## src/rtl/ar_id_remapper.sv

```systemverilog
// ar_id_remapper: AR-channel ID remapper.
// Requests are held in a one-entry input stage until the ID allocator grants
// a unique ID. The request then moves into a one-entry output stage, which
// drives the downstream AR channel with the granted ID.
// Optional feature: define AR_REMAP_STALL_CNT_EN to add a 16-bit saturating
// count of cycles in which a held request could not be allocated.
module ar_id_remapper #(
  parameter int ID_WIDTH   = 4,
  parameter int ADDR_WIDTH = 32,
  parameter int LEN_WIDTH  = 8
) (
  input  logic                  clk,
  input  logic                  rst,
  // upstream AR channel
  input  logic                  s_ar_valid,
  output logic                  s_ar_ready,
  input  logic [ID_WIDTH-1:0]   s_ar_id,
  input  logic [ADDR_WIDTH-1:0] s_ar_addr,
  input  logic [LEN_WIDTH-1:0]  s_ar_len,
  // ID allocator
  output logic                  alloc_req,
  output logic [ID_WIDTH-1:0]   alloc_orig_id,
  input  logic                  alloc_gnt,
  input  logic [ID_WIDTH-1:0]   alloc_unique_id,
  input  logic                  alloc_full,
  // downstream AR channel
  output logic                  m_ar_valid,
  input  logic                  m_ar_ready,
  output logic [ID_WIDTH-1:0]   m_ar_id,
  output logic [ADDR_WIDTH-1:0] m_ar_addr,
  output logic [LEN_WIDTH-1:0]  m_ar_len
`ifdef AR_REMAP_STALL_CNT_EN
  ,
  output logic [15:0]           stall_cnt
`endif
);

  logic                  in_valid_q, in_valid_d;
  logic [ID_WIDTH-1:0]   in_id_q, in_id_d;
  logic [ADDR_WIDTH-1:0] in_addr_q, in_addr_d;
  logic [LEN_WIDTH-1:0]  in_len_q, in_len_d;

  logic                  out_valid_q, out_valid_d;
  logic [ID_WIDTH-1:0]   out_id_q, out_id_d;
  logic [ADDR_WIDTH-1:0] out_addr_q, out_addr_d;
  logic [LEN_WIDTH-1:0]  out_len_q, out_len_d;

  logic fire;

  // Handshake decode. Requesting is only allowed when the output stage can
  // take the result this cycle; everything is masked while rst is high so a
  // reset cycle neither leaks an allocation nor accepts a request.
  always_comb begin
    alloc_req  = ~rst & in_valid_q & (~out_valid_q | m_ar_ready) & ~alloc_full;
    fire       = alloc_req & alloc_gnt;
    s_ar_ready = ~rst & (~in_valid_q | fire);
  end

  // Next-state for both stages: a new request replaces a departing one in
  // the same cycle, and a fire refills the output stage even while it drains.
  always_comb begin
    in_valid_d  = in_valid_q;
    in_id_d     = in_id_q;
    in_addr_d   = in_addr_q;
    in_len_d    = in_len_q;
    out_valid_d = out_valid_q;
    out_id_d    = out_id_q;
    out_addr_d  = out_addr_q;
    out_len_d   = out_len_q;

    if (s_ar_valid && s_ar_ready) begin
      in_valid_d = 1'b1;
      in_id_d    = s_ar_id;
      in_addr_d  = s_ar_addr;
      in_len_d   = s_ar_len;
    end else if (fire) begin
      in_valid_d = 1'b0;
    end

    if (fire) begin
      out_valid_d = 1'b1;
      out_id_d    = alloc_unique_id;
      out_addr_d  = in_addr_q;
      out_len_d   = in_len_q;
    end else if (out_valid_q && m_ar_ready) begin
      out_valid_d = 1'b0;
    end
  end

  // Stage registers; reset discards any in-flight request and zeroes payload.
  always_ff @(posedge clk) begin
    if (rst) begin
      in_valid_q  <= 1'b0;
      in_id_q     <= '0;
      in_addr_q   <= '0;
      in_len_q    <= '0;
      out_valid_q <= 1'b0;
      out_id_q    <= '0;
      out_addr_q  <= '0;
      out_len_q   <= '0;
    end else begin
      in_valid_q  <= in_valid_d;
      in_id_q     <= in_id_d;
      in_addr_q   <= in_addr_d;
      in_len_q    <= in_len_d;
      out_valid_q <= out_valid_d;
      out_id_q    <= out_id_d;
      out_addr_q  <= out_addr_d;
      out_len_q   <= out_len_d;
    end
  end

  assign alloc_orig_id = in_id_q;
  assign m_ar_valid    = out_valid_q;
  assign m_ar_id       = out_id_q;
  assign m_ar_addr     = out_addr_q;
  assign m_ar_len      = out_len_q;

`ifdef AR_REMAP_STALL_CNT_EN
  logic [15:0] stall_cnt_q, stall_cnt_d;

  // Count cycles where a held request did not move on; saturate at all-ones.
  always_comb begin
    stall_cnt_d = stall_cnt_q;
    if (in_valid_q && !fire && (stall_cnt_q != 16'hFFFF)) begin
      stall_cnt_d = stall_cnt_q + 16'd1;
    end
  end

  // Stall counter register.
  always_ff @(posedge clk) begin
    if (rst) begin
      stall_cnt_q <= '0;
    end else begin
      stall_cnt_q <= stall_cnt_d;
    end
  end

  assign stall_cnt = stall_cnt_q;
`endif

endmodule

```

## config.mk

```make
export PLATFORM = sky130hd
export DESIGN_NAME = ar_id_remapper
export DESIGN_NICKNAME = d
export VERILOG_FILES = /design/src/rtl/ar_id_remapper.sv
export SDC_FILE = /design/constraint.sdc
export NUM_CORES = 1
export LEC_CHECK = 0
export CORE_MARGIN = 2
export CORE_UTILIZATION = 45
export DETAILED_ROUTE_END_ITERATION = 12
export GPL_ROUTABILITY_DRIVEN = 0
export GPL_TIMING_DRIVEN = 0
export PLACE_DENSITY = 0.82
export RECOVER_POWER = 100
export SLEW_MARGIN = 40
export SYNTH_ARGS = -nofsm -noshare
export SYNTH_HDL_FRONTEND = slang
export SYNTH_SLANG_ARGS = --single-unit
```

## constraint.sdc

```tcl
create_clock -name clk -period 1.3 [get_ports clk]
set_clock_uncertainty 0.1 [all_clocks]
set_input_delay 0.26 -clock clk [delete_from_list [all_inputs] [get_ports clk]]
set_output_delay 0.26 -clock clk [all_outputs]
set_load 0.05 [all_outputs]
```

==> results of run 1 <==
power by group:
part	switching, uW	total [uW]	internal, uW	leakage, uW
sequential	131	3060	2930	0.000738
clock	1020	1960	932	0.0000877
combinational	834	1570	737	0.00195
total	1990	6580	4600	0.00278
repair_timing:
item                                    in CTS  in global routing
gates cloned                                 5                  3
pin swaps                                    7                  9
gates resized for setup                    401                 59
hold buffers                                 0                  0
setup buffers                               23                 12
endpoints found under the setup margin     141                112
layout by cell type, fill, tap and decap left out, types with 35 or more instances in the layout:
cell and n:
buf_4 50, o211ai_1 44, dfxtp_1 84, nor2b_1 44, nand3_1 44, buf_6 35, a31oi_1 40, nor3b_1 41
nand2_1 44, a211o_1 44, mux2_4 43, clkdlybuf4s50_1 48
Yosys cell counts (4+ instances only):
master    number  area, sq um
nand2_1       45          169
o211ai_1      44          330
a211o_1       44          385
a31oi_1       44          275
nor3b_1       44          330
nor2b_1       45          282
dfxtp_1       90         1800
mux2_4        38          571
nand3_1       44          220
clkbuf_1      33          124
buf_6          4         45.0
mux2_2         6         67.6
buf_2         20          100
area by class of cell:
class | count | area (sq um)
plain buffers | 59 | 548
clock buffers | 11 | 141
clock inverters | 4 | 52.6
fillers | 691 | 3210
inverters | 2 | 15.0
multi-input cells | 361 | 2850
flip-flops and latches | 90 | 1810
well taps | 136 | 170
repair buffers | 143 | 1520
logic make-up after synthesis:
group / after synthesis / synth area share (%)
simple gates: 182 / 21.8
compound gates: 135 / 21.1
flops: 90 / 37.6
buf+inv: 63 / 6.16
mux: 44 / 13.3
per-layer routing:
| metal | vias up | global-route usage (%) |
|---|---|---|
| li1 | 2216 | - |
| met1 | 2399 | 34.6 |
| met2 | 323 | 42.3 |
| met3 | 67 | 4.56 |
| met4 | 0 | 12.2 |
| met5 | - | 0 |
tightest hold or removal path, stage by stage:
cell	delay, ns
clkdlybuf4s15_2	0.22
inv_2	0.13
nand3_1	0.11
o211ai_1	0.07
state kept, by name, indices dropped and copies added, names as in the netlist:
signal,count
in_addr_q,32
in_len_q,8
m_ar_valid,1
m_ar_len,8
m_ar_id,4
m_ar_addr,32
in_valid_q,1
alloc_orig_id,4
stage by stage:
stage	std cells	total power, uW	hold WS, ns
final	806	6580	0.380
after floorplan	514	3880	0.303
after global placement	753	4320	0.380
after detailed placement	753	4360	0.390
after global routing	806	6780	0.390
after CTS	794	6400	0.357
worst paths after layout:
path / startpoint / endpoint / slack [ns] / depth (start not counted)
min: rst / in_addr_q[20]$_SDFFE_PP0P_ / 0.38 / 4
max reg2reg: m_ar_valid$_SDFFE_PP0P_ / m_ar_id[0]$_SDFFE_PP0P_ / -0.50 / 9
max: m_ar_valid$_SDFFE_PP0P_ / m_ar_id[0]$_SDFFE_PP0P_ / -0.50 / 9
min reg2reg: in_len_q[0]$_SDFFE_PP0P_ / m_ar_len[0]$_SDFFE_PP0P_ / 0.41 / 1
==> results.txt, run 1 <==
WL met1: 6660 microns
Power density normalized to cell area: 926 nW/um^2
Final wirelength: 16400 microns
Clk Latency, worst-skew pair: 0.36 ns
TritonCTS clock tree: yes
Per-cell via count in the routed design: 6.21
Total clock buffers created by CTS: 9
Number of global-route vias before repair: 4762
Global-route congestion overflow total: 0
Syn Area/Cell: 9.32 sq um
Synthesis-stage register bit count: 90
Actual slew at the worst max-slew pin: 0.599 ns
Total negative slack for setup checks: -28.30 ns
Number of synthesized flops with an enable pin: 0
Area of the core: 10300 sq um
Cell area after synthesis: 4790 sq um
Clock Tree Buf Depth: 2
Hold Crit Class: input pin to flop
Die extent in y: 107 microns
Ratio of final minimum period to clock period: 139%
Finished Core Util: 68.9%
Met2 routed wirelength: 7910 microns
Max rail drop VDD: 0.673 mV
Max Transition Viols Final: 0
Drt wl/cell: 20.4 microns
Dominant register cell in the synthesized netlist: dfxtp_1
Number of buffers and inverters on the critical path: 6
Count of final hold-check violations: 0
Synthesized netlist cell count: 514
Initial antenna violation count: 0
Final Net Count: 720
Violations in the final reports: negative setup slack
Count of antenna-violating nets left after detailed routing: 0
H-tree levels: 3
Wire length of the first global-routing pass: 24100 microns
DRC errors left: 0
Delay of the slowest cell on the worst path: 0.37 ns
Count of endpoints failing setup in the final report: 92
Max cap viols: 0
Run status: complete, but fails checks
RSZ-0062 raised after global routing: yes
Number of iterations in the first detailed-routing pass: 5
Number of clock sinks: 90
Final HPWL from detailed placement: 9360 microns
Type of destination of the critical path: flop
Relative area change from synthesis to final layout: 48.4%
Die Area: 11500 sq um
Pin count of the biggest net entering global routing: 15
Starting utilization of the core area: 46.4%
Post-Layout Inst Area: 7110 sq um
Share of the yosys chip area belonging to registers: 37.6%
Post-synth cell types: 23
Critical-path cell with the highest stage delay: dfxtp_4
Top-level I/O count: 105
Maximum fanout encountered on the critical timing path: 9
Achievable frequency: 555 MHz
Die width: 107 microns
Starting DRC count in detailed routing: 423
Share of layout cells above drive strength 1: 32.7%
Minimum clock period: 1.80 ns
Number of I/O port buffers: 103
Classification of the worst setup path: flop to flop
Uppermost signal routing layer after detailed routing: met4
Fraction of registers with async set/reset: 0%
Tot GR Track Use: 26.4%
DP Area: 6110 sq um
Setup slack at placement: -1.59 ns
Critical path, cell by cell: nand2b_4, buf_4, buf_6, buf_6, nand4_4, buf_12, buf_12, buf_16, mux2_4
Max transition margin: 60.1%
Cell class contributing the biggest share of worst-path delay: buffers and inverters
Arrival @ worst endpoint: 1.96 ns
Synthesized net count: 568
Total inserted antenna cells: 0
Count of vias placed by the detailed router: 5005
Critical Path RT: 1.46 ns
Number of placement rows: 37
Buffer type at the clock tree root: clkbuf_8
Clock edge transition at the registers on the reported setup and hold paths: 0.09 ns
Leakage: 0.00278 uW
Critical Path Start Type: flop
Sum of met3 wire segment lengths after detailed routing: 1310 microns
Final worst-path setup slack: -0.503 ns
Yosys warns: 0
No activity file was read; power rests on OpenSTA's default activity.
==> run 2, diff against run 1 <==
--- a/config.mk
+++ b/config.mk
@@ -12,6 +12,7 @@
 export GPL_TIMING_DRIVEN = 0
 export PLACE_DENSITY = 0.82
 export RECOVER_POWER = 100
+export SKIP_CTS_REPAIR_TIMING = 1
 export SLEW_MARGIN = 40
 export SYNTH_ARGS = -nofsm -noshare
 export SYNTH_HDL_FRONTEND = slang
==> run 2 against run 1 <==
Compared with the run above:
- the run still ends with negative setup slack left
- cell area is 3.2% lower
- final cell count is 0.50% lower
- hold slack better by 0.0043 ns
- sequential share of layout area is 0.85 points higher
- sequential power hardly changed
- global-route usage is 2.7 points lower
- power is 1.3% lower
- flip-flop and latch count stayed put
- setup slack worse by 0.042 ns
- critical path type is now flop to output pin
- critical path depth is 4 lower
==> results.txt, run 2 (synthesized netlist as in run 1, its figures left out) <==
Clk Latency, worst-skew pair: 0.36 ns (about the same)
Highest-count cells in the layout ignoring fill and taps: dfxtp_1, clkdlybuf4s50_1, buf_4
Count of vias placed by the detailed router: 4852 (-3.1%)
Run status: complete, but fails checks
RSZ-0062 raised after global routing: yes
Count of endpoints failing setup in the final report: 85 (-7.6%)
Leakage: 0.00271 uW (-2.5%)
Area of the core: 10300 sq um (unchanged)
Final Net Count: 716 (-0.56%)
Number of iterations in the first detailed-routing pass: 5 (unchanged)
Max transition margin: 66.0% (+5.9 points)
Clock Tree Buf Depth: 2 (unchanged)
Ratio of final minimum period to clock period: 142% (+3.2 points)
Clock edge transition at the registers on the reported setup and hold paths: 0.09 ns (about the same)
Number of clock sinks: 90 (unchanged)
Starting DRC count in detailed routing: 433 (+2.4%)
Per-cell via count in the routed design: 6.05 (-2.6%)
Pin count of the biggest net entering global routing: 15 (unchanged)
Drt wl/cell: 19.3 microns (-5.5%)
Final Total Pwr: 6500 uW (-1.3%)
Max cap viols: 0 (unchanged)
Achievable frequency: 542 MHz (-2.3%)
Global-route congestion overflow total: 0 (unchanged)
Starting utilization of the core area: 46.4% (unchanged)
Number of placement rows: 37 (unchanged)
Wire length of the first global-routing pass: 21800 microns (-9.5%)
Cell class contributing the biggest share of worst-path delay: buffers and inverters
Relative area change from synthesis to final layout: 43.6%
Maximum fanout encountered on the critical timing path: 8 (-1)
Critical-path cell with the highest stage delay: dfxtp_4
Final worst-path setup slack: -0.545 ns (-0.0418 ns)
Number of global-route vias before repair: 4460 (-6.3%)
TritonCTS clock tree: yes
Die width: 107 microns (unchanged)
Initial antenna violation count: 0 (unchanged)
Number of I/O port buffers: 103 (unchanged)
Total clock buffers created by CTS: 9 (unchanged)
Tot GR Track Use: 23.7% (-2.7 points)
Delay of the slowest cell on the worst path: 0.37 ns (about the same)
Critical Path RT: 0.94 ns (-0.52 ns)
Final wirelength: 15500 microns (-5.9%)
Power density normalized to cell area: 944 nW/um^2 (+2.0%)
Critical path, cell by cell: nand2b_4, buf_12, buf_8, nor4b_4, buf_6
Top-level I/O count: 105 (unchanged)
Classification of the worst setup path: flop to output pin
Total negative slack for setup checks: -14.48 ns (+13.83 ns)
Final HPWL from detailed placement: 9360 microns (unchanged)
Die Area: 11500 sq um (unchanged)
Buffer type at the clock tree root: clkbuf_8
Number of buffers and inverters on the critical path: 3 (-3)
Die extent in y: 107 microns (unchanged)
Hold Crit Class: input pin to flop
Critical Path Start Type: flop
Share of layout cells above drive strength 1: 31.1% (-1.6 points)
Total inserted antenna cells: 0 (unchanged)
Max rail drop VDD: 0.758 mV (+13%)
Minimum clock period: 1.84 ns (+0.0418 ns)
Count of final hold-check violations: 0 (unchanged)
Type of destination of the critical path: output pin
Most common cell after layout, fill and taps aside: dfxtp_1
Storage cell area: 1810 sq um (unchanged)
DRC errors left: 0 (unchanged)
Number of filler instances in the final layout: 756 (+9.4%)
Arrival @ worst endpoint: 1.48 ns (-0.48 ns)
Count of antenna-violating nets left after detailed routing: 0 (unchanged)
Max Transition Viols Final: 0 (unchanged)
H-tree levels: 3 (unchanged)
Actual slew at the worst max-slew pin: 0.510 ns (-0.0891 ns)
Area of the multi-input gates: 2780 sq um (-2.6%)
Violations in the final reports: negative setup slack
-- run 2: cell count changes in the layout (fill, tap and decap cells not counted), moves of 4 or more --
cell / change
mux2_4: -5
buf_16: -4
clkbuf_16: +4
clkbuf_2: +7
buf_2: +5
buf_8: -5
buf_4: -4
a31oi_1: +4
mux2_2: +5
-- run 2: layer usage --
layer  global-route usage, %  part of all wire, %  vias to the layer above
met3                    3.40                  7.2                       42
met5                       0                    0                        -
li1                        -                    -                     2204
met2                    38.8                   49                      286
met1                    31.6                   41                     2320
met4                    8.72                  3.0                        0
-- run 2: where the power goes --
group,internal (uW),switching [uW]
Combinational,677,787
Sequential,2930,129
Clock,933,1050
-- run 2: cell type report --
type	instances	area share, %
Sequential cell	90	26.4
Buffer	59	7.11
Inverter	2	0.145
Clock buffer	11	2.05
Timing Repair Buffer	138	20.7
Clock inverter	4	0.764
Tap cell	136	2.47
Multi-Input combinational cell	362	40.4
-- run 2: metrics by stage --
stage | worst slack [ns] | instance area (sq um) | std cells | util, % | hold WS, ns
finish | -0.545 | 6880 | 802 | 66.6 | 0.385
global route | -0.577 | 6880 | 802 | 66.6 | 0.387
CTS | -1.59 | 6310 | 768 | 61.1 | 0.402
detailed placement | -1.59 | 6110 | 753 | 59.2 | 0.390
global placement | -1.53 | 6110 | 753 | 59.2 | 0.380
floorplan | -0.390 | 4910 | 514 | - | 0.303
-- run 2: worst paths after layout --
check | from | to | slack, ns | depth (start not counted)
setup / recovery | m_ar_valid$_SDFFE_PP0P_ | alloc_req | -0.54 | 5
hold / removal | rst | in_addr_q[20]$_SDFFE_PP0P_ | 0.38 | 4
setup reg to reg | m_ar_valid$_SDFFE_PP0P_ | m_ar_addr[30]$_SDFFE_PP0P_ | -0.27 | 6
hold reg to reg | in_len_q[4]$_SDFFE_PP0P_ | m_ar_len[4]$_SDFFE_PP0P_ | 0.41 | 1
-- run 2: worst min-delay path: cells and delay by family --
| family | cells | cell delay, ns |
|---|---|---|
| buffers and inverters | 2 | 0.34 |
| AOI/OAI and AO/OA | 1 | 0.08 |
| and+or+nand+nor | 1 | 0.13 |
